**config.mk**
```make
export PLATFORM = sky130hd
export DESIGN_NAME = mem_align_unit
export DESIGN_NICKNAME = d
export VERILOG_FILES = /design/src/rtl/mem_align_unit_pkg.sv /design/src/rtl/mem_align_unit_load_extract.sv /design/src/rtl/mem_align_unit.sv
export SDC_FILE = /design/constraint.sdc
export NUM_CORES = 1
export LEC_CHECK = 0
export CAP_MARGIN = 20
export CORE_ASPECT_RATIO = 0.9
export CORE_MARGIN = 2
export CORE_UTILIZATION = 45
export CTS_CLUSTER_DIAMETER = 80
export CTS_CLUSTER_SIZE = 28
export DETAILED_ROUTE_END_ITERATION = 12
export PLACE_DENSITY_LB_ADDON = 0.05
export SLEW_MARGIN = 10
export SYNTH_ARGS = -nofsm -noshare
export SYNTH_HDL_FRONTEND = slang
export SYNTH_SLANG_ARGS = --single-unit
```
**constraint.sdc**
```tcl
create_clock -name clk -period 4.4 [get_ports clk]
set_input_delay 0.88 -clock clk [delete_from_list [all_inputs] [get_ports clk]]
set_output_delay 0.88 -clock clk [all_outputs]
set_load 0.05 [all_outputs]
```
**src/rtl/mem_align_unit_pkg.sv**
```systemverilog
// Shared encodings for the memory-stage alignment logic: decoder Mask and
// MemWrite codes plus the byte-lane index helper keyed on endianness.
package mem_align_unit_pkg;

    typedef enum logic [2:0] {
        MASK_LB  = 3'b000,
        MASK_LH  = 3'b001,
        MASK_LW  = 3'b010,
        MASK_LBU = 3'b011,
        MASK_LHU = 3'b100
    } mask_e;

    typedef enum logic [1:0] {
        MW_NONE = 2'b00,
        MW_SB   = 2'b01,
        MW_SH   = 2'b10,
        MW_SW   = 2'b11
    } mem_write_e;

    // Byte offset within the word -> index of the 8-bit lane in a 32-bit bus.
    function automatic logic [1:0] lane_idx(input logic big_endian, input logic [1:0] off);
        return big_endian ? ~off : off;
    endfunction

endpackage

```
**src/rtl/mem_align_unit_load_extract.sv**
```systemverilog
// Load data extraction: selects the byte/halfword lane named by the offset and
// sign- or zero-extends it according to the load mask.
module mem_align_unit_load_extract
    import mem_align_unit_pkg::*;
#(
    parameter bit BIG_ENDIAN = 1'b1
) (
    input  logic [31:0] data,
    input  logic [1:0]  off,
    input  logic [2:0]  mask,
    output logic [31:0] result
);

    logic [7:0]  byte_sel;
    logic [15:0] half_sel;

    always_comb begin
        byte_sel = data[8*lane_idx(BIG_ENDIAN, off) +: 8];
        // Halfword at offset 0 sits in the upper half for big-endian.
        half_sel = (off[1] ^ BIG_ENDIAN) ? data[31:16] : data[15:0];
        case (mask)
            MASK_LB:  result = {{24{byte_sel[7]}}, byte_sel};
            MASK_LH:  result = {{16{half_sel[15]}}, half_sel};
            MASK_LW:  result = data;
            MASK_LBU: result = {24'h0, byte_sel};
            MASK_LHU: result = {16'h0, half_sel};
            default:  result = 32'h0;
        endcase
    end

endmodule

```
**src/rtl/mem_align_unit.sv**
```systemverilog
// Memory-stage load/store alignment: store lane enables and replication,
// misalignment detection/reporting, and stall-stable load writeback data.
module mem_align_unit
    import mem_align_unit_pkg::*;
#(
    parameter bit BIG_ENDIAN     = 1'b1,
    parameter int MISALIGN_CNT_W = 8
) (
    input  logic                      clk,
    input  logic                      rst,
    input  logic                      stall,
    input  logic                      ex_valid,
    input  logic [31:0]               ex_addr,
    input  logic [31:0]               ex_store_data,
    input  logic [1:0]                ex_mem_write,
    input  logic                      ex_mem_read,
    input  logic [2:0]                ex_mask,
    output logic [31:0]               dmem_addr,
    output logic [3:0]                dmem_we,
    output logic [31:0]               dmem_din,
    input  logic [31:0]               dmem_dout,
    output logic [31:0]               wb_load_data,
    output logic                      wb_load_valid,
    output logic                      misalign,
    output logic [31:0]               misalign_addr,
    output logic [MISALIGN_CNT_W-1:0] misalign_cnt
);

    localparam logic [MISALIGN_CNT_W-1:0] CNT_ONE = MISALIGN_CNT_W'(1);

    logic        access, is_half, is_word, misaligned;
    logic [3:0]  we_lanes;
    logic        m_load;
    logic [2:0]  m_mask;
    logic [1:0]  m_off;
    logic [31:0] hold_q;
    logic        hold_v;
    logic [31:0] load_src;

    assign dmem_addr = {ex_addr[31:2], 2'b00};

    always_comb begin
        access     = ex_valid & (ex_mem_read | (ex_mem_write != MW_NONE));
        is_half    = (ex_mem_read & ((ex_mask == MASK_LH) | (ex_mask == MASK_LHU)))
                   | (ex_mem_write == MW_SH);
        is_word    = (ex_mem_read & (ex_mask == MASK_LW)) | (ex_mem_write == MW_SW);
        misaligned = access & ((is_half & ex_addr[0]) | (is_word & (ex_addr[1:0] != 2'b00)));
    end

    always_comb begin
        we_lanes = 4'b0000;
        dmem_din = ex_store_data;
        case (ex_mem_write)
            MW_SB: begin
                we_lanes[lane_idx(BIG_ENDIAN, ex_addr[1:0])] = 1'b1;
                dmem_din = {4{ex_store_data[7:0]}};
            end
            MW_SH: begin
                we_lanes = (ex_addr[1] ^ BIG_ENDIAN) ? 4'b1100 : 4'b0011;
                dmem_din = {2{ex_store_data[15:0]}};
            end
            MW_SW:   we_lanes = 4'b1111;
            default: we_lanes = 4'b0000;
        endcase
        dmem_we = (ex_valid & ~stall & rst & ~misaligned) ? we_lanes : 4'b0000;
    end

    always_ff @(posedge clk) begin
        if (!rst) begin
            m_load        <= 1'b0;
            m_mask        <= 3'b000;
            m_off         <= 2'b00;
            hold_q        <= 32'h0;
            hold_v        <= 1'b0;
            misalign      <= 1'b0;
            misalign_addr <= 32'h0;
            misalign_cnt  <= '0;
        end else if (!stall) begin
            m_load   <= ex_valid & ex_mem_read & ~misaligned;
            m_mask   <= ex_mask;
            m_off    <= ex_addr[1:0];
            hold_v   <= 1'b0;
            misalign <= misaligned;
            if (misaligned) begin
                misalign_addr <= ex_addr;
                if (misalign_cnt != '1)
                    misalign_cnt <= misalign_cnt + CNT_ONE;
            end
        end else begin
            // Capture the BRAM word once; it may change while the pipe is frozen.
            misalign <= 1'b0;
            if (!hold_v) begin
                hold_q <= dmem_dout;
                hold_v <= 1'b1;
            end
        end
    end

    assign load_src      = hold_v ? hold_q : dmem_dout;
    assign wb_load_valid = m_load;

    mem_align_unit_load_extract #(
        .BIG_ENDIAN(BIG_ENDIAN)
    ) u_load_extract (
        .data   (load_src),
        .off    (m_off),
        .mask   (m_mask),
        .result (wb_load_data)
    );

endmodule

```
# After elaboration in Yosys (flattened, before gate mapping)
# Index checks and enable logic that the tools add are counted.
dict set report totals {
  regBits 80
  latchBits 0
  ram_bits 0
  mem_bits_ro 0
  output_inout_bits 142
  mem_count 0
}
dict set report op_classes {
  n_reduce_logical 7
  shift 1
  order_cmp 2
  muxes 10
  bitwise_logic 21
  n_eq_ne 11
  n_addsub 1
  div 0
  n_mul 0
}
# cell count
set ops {}
lappend ops {{32-bit one-hot mux with 5 select lines} 1}
lappend ops {{32-bit one-hot mux with 2 select lines} 1}
lappend ops {{32-bit 2-to-1 mux} 1}
lappend ops {{32-bit by 6-bit variable part select with 8-bit output} 1}
lappend ops {{16-bit 2-to-1 mux} 1}
lappend ops {{4-bit one-hot mux with 3 select lines} 1}
lappend ops {{1-bit bitwise AND} 11}
lappend ops {{3-bit by 2-bit == test with 1-bit output, second input constant} 3}
lappend ops {{8-bit by 1-bit adder with 8-bit output, second input constant} 1}
lappend ops {{4-bit 2-to-1 mux} 2}
lappend ops {{8-bit != test, second input constant} 1}
lappend ops {{3-bit by 1-bit == test with 1-bit output, second input constant} 2}
lappend ops {{3-bit == test, second input constant} 2}
lappend ops {{1-bit OR} 5}
lappend ops {{2-bit == test, second input constant} 2}
lappend ops {{2-bit NOT} 2}
lappend ops {{2-bit nonzero test} 2}
lappend ops {{3-bit logical NOT} 1}
lappend ops {{2-bit by 3-bit less-than comparator with 1-bit output, second input constant} 1}
lappend ops {{1-bit NOT} 3}
lappend ops {{3-bit AND reduction} 1}
lappend ops {{1-bit demux with 2-bit select} 1}
lappend ops {{2-bit by 1-bit == test with 1-bit output, second input constant} 1}
lappend ops {{2-bit by 1-bit greater-or-equal comparator with 1-bit output, second input constant} 1}
lappend ops {{other kinds (4)} 5}

# Logic depth before layout (Yosys ltp)
# Gate-level depths: netlist of run 1.
dict set report logic_depth {
  word_depth 10
  mapped_depth 8
  depth_no_buf 6
}

# Modules after synthesis
# From an unflattened synthesis of run 1, not the netlist that was laid out.
dict set report hier_totals {
  cells_unflattened 571
  area_unflattened_um2 4829.6
}
# module n_inst cells_each area_per_inst_um2
set by_module_without_submodules {}
lappend by_module_without_submodules {mem_align_unit 1 491 4160.2}
lappend by_module_without_submodules {mem_align_unit_load_extract 1 80 669.4}

# Worst setup path after synthesis of run 1
# OpenSTA, ideal clock, no wires.
dict set report synth_path {
  kind {input-to-output}
  from {in ex_mem_write[0]}
  to {out dmem_we[1]}
  setup_slack_ps 838
  cell_stages 5
  t_required_ps 3520
  t_arrival_ps 2682
  n_path_buf 1
  path_cell_list {ha_1 > clkbuf_1 > o311a_2 > a211oi_2 > nor2b_1}
}
dict set report synth_between {
  elab_chain_len 8
  word_cells_on_any_way 16
  classes_between {3 x eq/ne; 2 x mux; 10 x bitwise; 1 x reduce/logical}
}
# item line_no
set synth_rtl {}
lappend synth_rtl {{start: declaration} mem_align_unit.sv:15} ;# input logic [1:0] ex_mem_write,
lappend synth_rtl {{2-bit == test, on equally long branches} {mem_align_unit.sv:45, mem_align_unit.sv:53, mem_align_unit.sv:46}}
lappend synth_rtl {{1-bit OR, on equally long branches} {mem_align_unit.sv:45, mem_align_unit.sv:46}}
lappend synth_rtl {{1-bit bitwise AND} mem_align_unit.sv:47} ;# misaligned = access & ((is_half & ex_addr[0]) | (is_word & (ex_addr[1:0] != 2'b00)));
lappend synth_rtl {{1-bit OR} mem_align_unit.sv:47}
lappend synth_rtl {{1-bit bitwise AND} mem_align_unit.sv:47}
lappend synth_rtl {{1-bit NOT} mem_align_unit.sv:65} ;# dmem_we = (ex_valid & ~stall & rst & ~misaligned) ? we_lanes : 4'b0000;
lappend synth_rtl {{1-bit bitwise AND} mem_align_unit.sv:65}
lappend synth_rtl {{4-bit 2-to-1 mux (*)} mem_align_unit.sv:65}
lappend synth_rtl {{end: declaration} mem_align_unit.sv:19} ;# output logic [3:0] dmem_we,
# Every way passes the cells marked *; elsewhere a longest branch is shown, timed or not.

# Final worst setup path of run 1
dict set report layout_path {
  from {in dmem_dout[7]}
  to {out wb_load_data[29]}
}
dict set report layout_between {
  elab_chain_len 3
}
# item line_no
set layout_rtl {}
lappend layout_rtl {{start: declaration} mem_align_unit.sv:21} ;# input logic [31:0] dmem_dout,
lappend layout_rtl {{32-bit 2-to-1 mux} --}
lappend layout_rtl {{32-bit by 6-bit variable part select with 8-bit output} mem_align_unit_load_extract.sv:18} ;# byte_sel = data[8*lane_idx(BIG_ENDIAN, off) +: 8];
lappend layout_rtl {{32-bit one-hot mux with 5 select lines} mem_align_unit_load_extract.sv:21} ;# case (mask)
lappend layout_rtl {{end: declaration} mem_align_unit.sv:22} ;# output logic [31:0] wb_load_data,
# No other way between the ends.

==> results.txt, run 1 <==
- Period minus WS final: approximately 4.1 ns
* Clock buffer depth: 2
- For this block, the via count after detailed routing is 5,475.
- # setup viols final: 0
- Per report_power, the combinational group accounts for 40.3% of the total.
* Maximum number of pins on one net before global-route repair: 86
- The count of nets left with antenna violations once routing finished came out at 0.
- In the routed design, unresolved DRC markers number 0.
- Among all stages on the critical path, the largest delay is contributed by sky130_fd_sc_hd__clkdlybuf4s50_1.
- Number of buffers inserted for hold repair after clock tree synthesis: 0
* Cell chosen for the clock root: sky130_fd_sc_hd__clkbuf_16
- Cell type with the highest occurrence count on the critical path: sky130_fd_sc_hd__clkdlybuf4s50_1
- Number of clock buffers inserted by TritonCTS: 9
- The worst setup path is captured at a primary output.
* Bufs and invs on worst path: 2
* Most common cell after layout, fill and taps aside: sky130_fd_sc_hd__clkdlybuf4s50_1
* HPWL after detailed placement: about 12,000 um
- CTS tree: done
* DIE AREA: approximately 0.012 mm2
- Synth Instances: 633
- Pwr/cell area: 331 mW/mm2
- Walking the worst path, the cells encountered are clkdlybuf4s50_1, mux4_2, nand3b_1, a211o_1, o21ai_0, clkdlybuf4s50_1.
- The synthesized netlist occupies a cell area of about 0.0052 mm2.
- The tool flagged a number of max-cap violations equal to 0.
- Critical path origin: dmem_dout[7]
* Sum Neg Setup Slack: 0 ns
* N_diodes: 0
* Die X-Extent: 117 um
- Number of clock sinks: 80
- The number of antenna violations at the first check in global routing was 0.
- The setup path with the least slack is of type in -> out.
- By area the synthesized netlist is led by sky130_fd_sc_hd__dfxtp_1, sky130_fd_sc_hd__mux2i_1, sky130_fd_sc_hd__buf_4.
- The initial utilization of the core area, before any placement, comes to a little under half.
- For the worst-skew pair, the clock arrives at the later sink with an insertion delay of between 0.3 and 0.4 ns.
- In this design, the stage delay of the slowest critical-path cell is 0.73 ns.
- Final Cycle Share: a little over nine tenths
- After clock tree synthesis, the clock-pin slew on the worst setup and hold paths is 0.05 ns.
- Based on the critical path, the design can be clocked at up to 241 MHz.
* Height of the die: 106 um
- Cells fill 67.3% of the core in the end.
* Number of register bits inferred by synthesis: 80
* Share of async-settable or async-resettable flops after synthesis: 0%
* Critical Path Source Type: input port
* Final max-slew violation count: 0
- Gates resized during post-CTS repair numbered 0.
- Origin of the critical flop-to-flop path: hold_v$_SDFF_PN0_
* Iteration-0 DRC count of the detailed router: 445
- Across the routed clock network, the largest skew measured is 0.0115 ns.
- Worst endpoint data arrival time: 3.26 ns
* Beginning of the worst hold path: hold_q[18]$_SDFFE_PN0P_
* Overall routing resource usage: 26.2%
- Overall Power: 2530 uW
- Including well taps, the total number of placed cells is 942.
- For the pin with the worst max-slew slack, the measured transition is 0.895 ns.
- Fraction of synthesized cell area taken by the top area cell type: between 30% and 40%
- In the final layout, the share of cells above drive strength 1 is 10.1%.
- Layout net count: 908
* Main synth FF type: sky130_fd_sc_hd__dfxtp_1
* I/O pin count: 248
- IR analysis of the VDD net gives a maximum drop of 0.202 mV.
- The final number of hold-violating endpoints is 0.
- Net switching is 38.4% of the power.
* Final wirelength: around 17,000 um
- During synthesis, Yosys emitted a total of 0 warnings.
- At the worst endpoint, the required time is approximately 3.5 ns.
- Leak pwr: slightly below 0.003 uW
* Unrepaired setup endpoints after global routing: false
* Top fanout value on the critical path: 16
* Top delay family on crit path: buffers and inverters
- For this run the aggregate overflow at the end of global routing stands at 0.
* Proportion of power drawn by the clock network: 28.8%
- Most frequent cells in the layout: sky130_fd_sc_hd__clkdlybuf4s50_1, sky130_fd_sc_hd__dfxtp_1, sky130_fd_sc_hd__nand2_1
* Switching component of the power: 971 uW
- Post-synth top area cell: sky130_fd_sc_hd__dfxtp_1
- Relative to the synthesized area, the layout overhead comes to 47.3%.
- The H-tree was split into 3 levels.
- Syn avg cell area: 8.19 um2
* Sequential share of the synthesized area: roughly 31%
- The first global-routing pass estimated 25,700 um of wire.
- Worst-case hold slack: 0.457 ns
* Synth unique cells: 60
* Vias per cell: 5.72
- Once the clock tree was built, the setup fixing pass inserted 0 buffers.
- Count of input and output buffers: 245
- The region available for standard cell placement spans 0.0113 mm2.
- In this run the worst hold path is classified as reg -> reg.
- Total number of placement rows: 37
* Number of detailed-route iterations in the first pass: 5
- Count of flip-flops with a built-in enable after synthesis: 0
- The finished layout holds 958 standard cells, fillers aside.
- The via count of the first global-routing pass is a little over 5,000.
- Result of the run: complete, no violations
- Average detailed-routed wire length per instance: 17.4 um
- Int Pwr: 1560 uW
- At the end of routability-driven placement, the weighted congestion stood at 0.818.
- Measured against its own limit, the worst slew margin works out to around two fifths.
- In this run, flip-flops and latches consume 30.9% of the power.
## kinds of logic after synthesis
kind of cell | count (synthesis) | share of synthesized area (%)
AO/OA/AOI/OAI | 197 | 26.9
flip-flops | 80 | 30.9
adder cells (fa/ha/maj) | 5 | 1.21
buffers and inverters | 123 | 13.5
AND/OR/NAND/NOR | 175 | 17.0
multiplexers | 51 | 10.3
XOR/XNOR | 1 | 0.169
other | 1 | 0.0724
## power by group through the flow
stage                     logic (uW)  registers [uW]  clock network, uW
after floorplan                  658             814                  0
final                           1020             782                729
after global placement          1000             796                  0
after detailed placement        1020             798                  0
after global routing            1070             787                764
after CTS                       1020             782                738
## layout make-up
cell class | count | area (um2)
Tap cell | 156 | 195
Multi-Input combinational cell | 431 | 2890
Fill cell | 984 | 3710
Sequential cell | 80 | 1600
Inverter | 17 | 63.8
Clock inverter | 3 | 42.5
Timing Repair Buffer | 258 | 2600
Clock buffer | 13 | 240
## worst reg2reg max path: stages (launching register included)
cell and delay, ns:
sky130_fd_sc_hd__dfxtp_2 0.71, sky130_fd_sc_hd__buf_4 0.41, sky130_fd_sc_hd__mux2i_1 0.47, sky130_fd_sc_hd__a211oi_1 0.14
## through the flow
| stage | cell area (um2) | setup slack (ns) |
|---|---|---|
| floorplan | 5190 | 0.838 |
| global placement | 7350 | 0.354 |
| detailed placement | 7350 | 0.287 |
| CTS | 7630 | 0.282 |
| global route | 7630 | 0.145 |
| finish | 7630 | 0.258 |
## cell usage after synthesis (all sizes together) (2+ instances only)
cell type   n
buf        69
a22o        9
o31ai      32
nand4      35
nor2b       5
o211a       2
nand2b     11
a21oi      55
o21a        6
a32oi       7
o21ai      24
o221ai      8
nand3       8
o22ai       8
ha          5
a211oi     22
nor2       40
a211o       2
a21o        2
a22oi       8
dfxtp      80
o221a       2
nor4        4
nand2      61
inv        17
nor3        2
mux2i      49
mux4        2
a41o        2
clkbuf     37
## worst paths after layout
path / endpoint / slack [ns] / cells past startpoint
max: wb_load_data[29] / 0.26 / 6
min: hold_q[18]$_SDFFE_PN0P_ / 0.46 / 2
max reg2reg: hold_q[4]$_SDFFE_PN0P_ / 2.52 / 3
min reg2reg: hold_q[18]$_SDFFE_PN0P_ / 0.46 / 2
## registers in the layout, summed over array words and instances, names as in the netlist
| signal | flops |
|---|---|
| hold_q | 32 |
| wb_load_valid | 1 |
| misalign | 1 |
| misalign_cnt | 8 |
| m_mask | 3 |
| m_off | 2 |
| hold_v | 1 |
| misalign_addr | 32 |
## routing by layer
metal	vias to the layer above	share of wire, %	track usage [%]
met5	-	0	0
met4	0	1.7	7.73
met3	24	8.0	7.65
met2	238	50	45.0
met1	2585	41	31.5
li1	2628	-	-
No activity file was read; power rests on OpenSTA's default activity.
==> run 2, diff against run 1 <==
--- a/config.mk
+++ b/config.mk
@@ -12,6 +12,7 @@
 export CTS_CLUSTER_DIAMETER = 80
 export CTS_CLUSTER_SIZE = 28
 export DETAILED_ROUTE_END_ITERATION = 12
+export HOLD_SLACK_MARGIN = 0.15
 export PLACE_DENSITY_LB_ADDON = 0.05
 export SLEW_MARGIN = 10
 export SYNTH_ARGS = -nofsm -noshare
==> results of run 2 <==
No change in the layout: final DEF, timing and power equal those of run 1.
